### src/rtl/mem_port_arbiter.sv
// Shares one single-port memory between the instruction-fetch port (F, read-only)
// and the load/store data port (D). Each grant lasts one cycle; results come back
// registered with a one-cycle ack pulse. Round-robin on ties, optional write
// protection of the low program region for D writes.
module mem_port_arbiter #(
   parameter int BITS_DATA  = 32,
   parameter int BITS_ADDR  = 16,
   parameter int PROT_LIMIT = 0
) (
   input  logic                 clk,
   input  logic                 reset_n,
   input  logic                 f_req,
   input  logic [BITS_ADDR-1:0] f_addr,
   output logic                 f_ack,
   output logic [BITS_DATA-1:0] f_rdata,
   input  logic                 d_req,
   input  logic                 d_we,
   input  logic [BITS_ADDR-1:0] d_addr,
   input  logic [BITS_DATA-1:0] d_wdata,
   output logic                 d_ack,
   output logic [BITS_DATA-1:0] d_rdata,
   output logic                 d_err,
   output logic [BITS_ADDR-1:0] mem_address,
   output logic [BITS_DATA-1:0] mem_data_in,
   output logic                 mem_write,
   input  logic [BITS_DATA-1:0] mem_data_out
);

   typedef enum logic [1:0] {
      IDLE,
      GNT_F,
      GNT_D
   } state_t;

   localparam bit                 PROT_EN    = (PROT_LIMIT != 0);
   localparam logic [BITS_ADDR:0] PROT_BOUND = (BITS_ADDR + 1)'(PROT_LIMIT);

   state_t               state;
   logic                 last_grant_d;
   logic [BITS_ADDR-1:0] addr_lat;
   logic                 we_lat;
   logic [BITS_DATA-1:0] wdata_lat;

   logic                 f_elig;
   logic                 d_elig;
   logic                 pick_d;
   logic                 blocked;

   // A port may not be re-granted while its own grant cycle or its ack is still
   // in progress; ties go to the port that was not served last.
   always_comb begin
      f_elig = f_req && (state != GNT_F) && !f_ack;
      d_elig = d_req && (state != GNT_D) && !d_ack;
      pick_d = d_elig;
      if (f_elig && d_elig) begin
         pick_d = !last_grant_d;
      end
   end

   // A latched D write into the protected low region is suppressed and reported.
   always_comb begin
      blocked = PROT_EN && we_lat && ({1'b0, addr_lat} < PROT_BOUND);
   end

   // Memory bus carries the latched operands only while a grant is active.
   always_comb begin
      mem_address = '0;
      mem_data_in = '0;
      if (state != IDLE) begin
         mem_address = addr_lat;
         mem_data_in = wdata_lat;
      end
   end

   // Write strobe is gated by reset so an in-flight write is aborted immediately.
   always_comb begin
      mem_write = reset_n && (state == GNT_D) && we_lat && !blocked;
   end

   // Grant FSM: capture results of the ending grant and choose the next one.
   always_ff @(posedge clk) begin
      if (!reset_n) begin
         state        <= IDLE;
         last_grant_d <= 1'b1;
         addr_lat     <= '0;
         we_lat       <= 1'b0;
         wdata_lat    <= '0;
         f_ack        <= 1'b0;
         d_ack        <= 1'b0;
         d_err        <= 1'b0;
         f_rdata      <= '0;
         d_rdata      <= '0;
      end else begin
         f_ack <= (state == GNT_F);
         d_ack <= (state == GNT_D);
         d_err <= (state == GNT_D) && blocked;
         if (state == GNT_F) begin
            f_rdata <= mem_data_out;
         end
         if (state == GNT_D) begin
            d_rdata <= mem_data_out;
         end
         if (f_elig || d_elig) begin
            if (pick_d) begin
               state        <= GNT_D;
               addr_lat     <= d_addr;
               we_lat       <= d_we;
               wdata_lat    <= d_wdata;
               last_grant_d <= 1'b1;
            end else begin
               state        <= GNT_F;
               addr_lat     <= f_addr;
               we_lat       <= 1'b0;
               wdata_lat    <= '0;
               last_grant_d <= 1'b0;
            end
         end else begin
            state <= IDLE;
         end
      end
   end

endmodule

### config.mk
export PLATFORM = sky130hd
export DESIGN_NAME = mem_port_arbiter
export DESIGN_NICKNAME = d
export VERILOG_FILES = /design/src/rtl/mem_port_arbiter.sv
export SDC_FILE = /design/constraint.sdc
export NUM_CORES = 1
export LEC_CHECK = 0
export CAP_MARGIN = 20
export CORE_MARGIN = 2
export CORE_UTILIZATION = 37
export CTS_BUF_LIST = sky130_fd_sc_hd__clkbuf_16
export CTS_CLUSTER_DIAMETER = 60
export DETAILED_ROUTE_END_ITERATION = 8
export GPL_TIMING_DRIVEN = 1
export PLACE_DENSITY_LB_ADDON = 0.08
export SETUP_SLACK_MARGIN = 0.2
export SYNTH_ARGS = -nofsm -noshare
export SYNTH_HDL_FRONTEND = slang
export SYNTH_SLANG_ARGS = --single-unit
### constraint.sdc
create_clock -name clk -period 1.5 [get_ports clk]
set_input_delay 0.375 -clock clk [delete_from_list [all_inputs] [get_ports clk]]
set_output_delay 0.375 -clock clk [all_outputs]
set_load 0.01 [all_outputs]
==> impl_metrics.env <==
export IMPL_finalCritPeriodShare_pct=123
export IMPL_grt_pass1_wl_um=22200
export IMPL_cts_tree="done"
export IMPL_synth_compound_area_share_pct=20.6
export IMPL_crit_required_ns=1.12
export IMPL_wl_um=15200
export IMPL_dp_cells=852
export IMPL_reg2regPathDepth=9
export IMPL_tightest_slew_ns=0.550
export IMPL_final_cell_mix="nand2_1 (105), dfxtp_1 (105), clkdlybuf4s50_1 (99)"
export IMPL_violations="setup timing"
export IMPL_syn_avg_cell_area_um2=9.43
export IMPL_die_h_um=115
export IMPL_switching_share_pct=24.5
export IMPL_critPathLaunchType="flop"
export IMPL_h_tree_depth=4
export IMPL_hpwlAfterDp_um=8860
export IMPL_ys_seq_area_share_pct=51.7
export IMPL_fin_cells=925
export IMPL_vias_per_cell=4.80
export IMPL_first_global_vias=4440
export IMPL_ys_ff_latch=118
export IMPL_crit_type="flop to output port"
export IMPL_pwr_share_seq_pct=35.7
export IMPL_cpMostUsedCell="buf_12"
export IMPL_rsz0062_at_grt="true"
export IMPL_syn_cell_area_mm2=0.00457
export IMPL_wl_per_cell_um=16.5
export IMPL_fmax_mhz=540
export IMPL_drive_gt1_share_pct=39.8
export IMPL_area_delta_synth_final_pct=85.7
export IMPL_yosysUniqueCellTypes=25
export IMPL_root_buffer="clkbuf_16"
export IMPL_synth_top_area_share_pct=51.7
export IMPL_drv_slew=0
export IMPL_slew_headroom_pct=63.4
export IMPL_synthSimpleGateAreaFrac_pct=19.2
export IMPL_rows=40
export IMPL_ant_nets=0
export IMPL_rr_startpoint="state[1]$_SDFF_PN0_"
export IMPL_critPathMaxFanout=7
export IMPL_n_fill_cell=919
export IMPL_synth_area_top_cells="dfxtp_1 (52%), nand2_1 (11%), a21boi_0 (11%)"
export IMPL_insertion_delay_ns=0.41
export IMPL_synth_top_cell_by_area="dfxtp_1"
export IMPL_synthAdderAreaFrac_pct=0
export IMPL_internal_power_mw=7.36
export IMPL_nets=845
export IMPL_cp_slowest_cell="dfxtp_4"
export IMPL_total_power_mw=9.75
export IMPL_insertedDiodeCount=0
export IMPL_start_util_pct=37.9
export IMPL_r2r_end="wdata_lat[3]$_SDFFE_PN0P_"
export IMPL_die_w_um=115
export IMPL_gp_congestion=0.734
export IMPL_power_frac_clock_pct=42.0
export IMPL_syn_nets=586
export IMPL_fin_area_mm2=0.00849
export IMPL_dr_pass1_iters=4
export IMPL_power_leakage_nw=3.55
export IMPL_hp_class="flop to flop"
export IMPL_setup_viol=101
export IMPL_overflow=0
export IMPL_worstSetupEndpointType="output port"
export IMPL_arrival_ns=1.48
export IMPL_pwr_share_comb_pct=22.3
export IMPL_drt_iter0_drc=219
export IMPL_clock_path_buffers=2
export IMPL_r2r_slack_ns=-0.24
export IMPL_holdBufCountCts=0
export IMPL_ios=217
export IMPL_synth_xor_area_share_pct=0
export IMPL_hold_depth=2
export IMPL_placed_cell_area_mm2=0.00713
export IMPL_min_from="f_rdata[25]$_SDFFE_PN0P_"
export IMPL_power_density_mw_per_mm2=1150
export IMPL_p_sw_mw=2.39
export IMPL_max_stage_delay_ns=0.36
export IMPL_gr_usage_all_layers_pct=21.7
export IMPL_synth_top_family_by_area="compound AO/OA/AOI/OAI gates"
export IMPL_numCtsBuffers=17
export IMPL_holdPathEnd="f_rdata[25]$_SDFFE_PN0P_"
export IMPL_fin_skew_ns=0.00512
export IMPL_synth_mux_area_share_pct=3.50
export IMPL_cap_violations=0
export IMPL_drc_errors=0
export IMPL_ir_drop_v=0.000716
export IMPL_vias=4437
export IMPL_core_mm2=0.0121
export IMPL_clk_pin_slew_ns=0.05
export IMPL_hold_violations=0
export IMPL_status="finished, violations left"
export IMPL_min_period_ns=1.85
export IMPL_dieArea_mm2=0.0133
export IMPL_syn_inst=485
export IMPL_worstPathCellList="nor2_4, buf_12, buf_12, buf_16, nor2b_2, buf_2"
export IMPL_setup_ws_ns=-0.351
export IMPL_antenna_found_initial=1
export IMPL_clock_sinks=118
export IMPL_io_buffers=215
export IMPL_grt_max_degree=68
export IMPL_yosysWarnings=0
logic make-up after synthesis:
family / count (synthesis)
AOI/OAI and AO/OA: 117
buffers and inverters: 41
DFF: 118
muxes: 16
other: 1
and+or+nand+nor: 192
power by group through the flow:
| stage | combinational, mW | sequential [mW] | clock, mW |
|---|---|---|---|
| 3_5_place_dp | 1.55 | 3.53 | 0 |
| 2_1_floorplan | 0.664 | 3.55 | 0 |
| 3_3_place_gp | 1.53 | 3.52 | 0 |
| 6_report | 2.18 | 3.48 | 4.10 |
| 4_1_cts | 1.97 | 3.47 | 4.15 |
| 5_1_grt | 2.31 | 3.50 | 4.34 |
critical path, delay by kind of cell (launching register included):
kind / cells / cell delay, ns
flip-flops: 1 / 0.36
AND/OR/NAND/NOR: 2 / 0.16
buffers and inverters: 4 / 0.56
metal layers:
layer	global-route usage (%)	vias to the layer above	part of all wire, %
met5	0	-	0.085
met4	8.51	2	1.3
met3	5.59	17	6.6
met2	38.3	155	52
met1	25.1	2110	40
li1	-	2153	-
metrics by stage:
step	worst slack [ns]	util (%)	hold WS [ns]	TNS [ns]
floorplan	-0.00816	-	0.424	-0.224
global placement	-0.486	59.1	0.437	-33.10
detailed placement	-0.516	59.1	0.442	-32.69
CTS	-0.355	66.6	0.449	-25.81
global route	-0.413	70.4	0.466	-27.08
finish	-0.351	70.4	0.448	-21.01
synth_stat cells:
cell type and instances:
buf_4 2, and3_1 1, o21ai_0 1, and2_1 2
buf_8 4, nand3b_1 1, a22o_1 33, nor2_1 2
clkbuf_1 27, a21boi_1 1, nand2b_1 4, o2bb2ai_1 16
buf_2 5, mux2i_1 16, a21boi_0 64, buf_1 1
nand3_1 1, buf_6 2, nand2_1 129, o21ai_1 1
nor2b_1 51, and2_4 1, a311oi_2 1, dfxtp_1 118
conb_1 1
worst max path at each step:
stage                     slack, ns  cells after the start                          to                 from
after detailed placement      -0.52                      6   addr_lat[12]$_SDFFE_PN0P_                f_req
after floorplan              -0.008                      8  wdata_lat[10]$_SDFFE_PN0P_  state[1]$_SDFF_PN0_
after CTS                     -0.36                      6             mem_address[15]  state[1]$_SDFF_PN0_
final                         -0.35                      6              mem_data_in[3]  state[1]$_SDFF_PN0_
after global routing          -0.41                      6              mem_data_in[3]  state[1]$_SDFF_PN0_
after global placement        -0.49                      6   wdata_lat[0]$_SDFFE_PN0P_                f_req
sequential cells by signal (all words and copies together) (netlist names):
| name | cells |
|---|---|
| f_ack | 1 |
| d_ack | 1 |
| wdata_lat | 32 |
| state | 2 |
| f_rdata | 32 |
| addr_lat | 16 |
| last_grant_d | 1 |
| we_lat | 1 |
| d_rdata | 32 |
what timing repair did:
item	4_1_cts	5_1_grt
gates cloned	11	4
resized for setup	574	88
setup buffers	17	9
pin swaps	20	22
setup endpoints to repair	223	172
area by class of cell:
| class | instances | area [um^2] | area share, % |
|---|---|---|---|
| Timing Repair Buffer | 281 | 2890 | 34.1 |
| Sequential cell | 118 | 2380 | 28.0 |
| Clock buffer | 17 | 425 | 5.01 |
| Clock inverter | 15 | 170 | 2.00 |
| Tap cell | 168 | 210 | 2.48 |
| Multi-Input combinational cell | 326 | 2410 | 28.4 |
(Power assumes the default switching activity.)
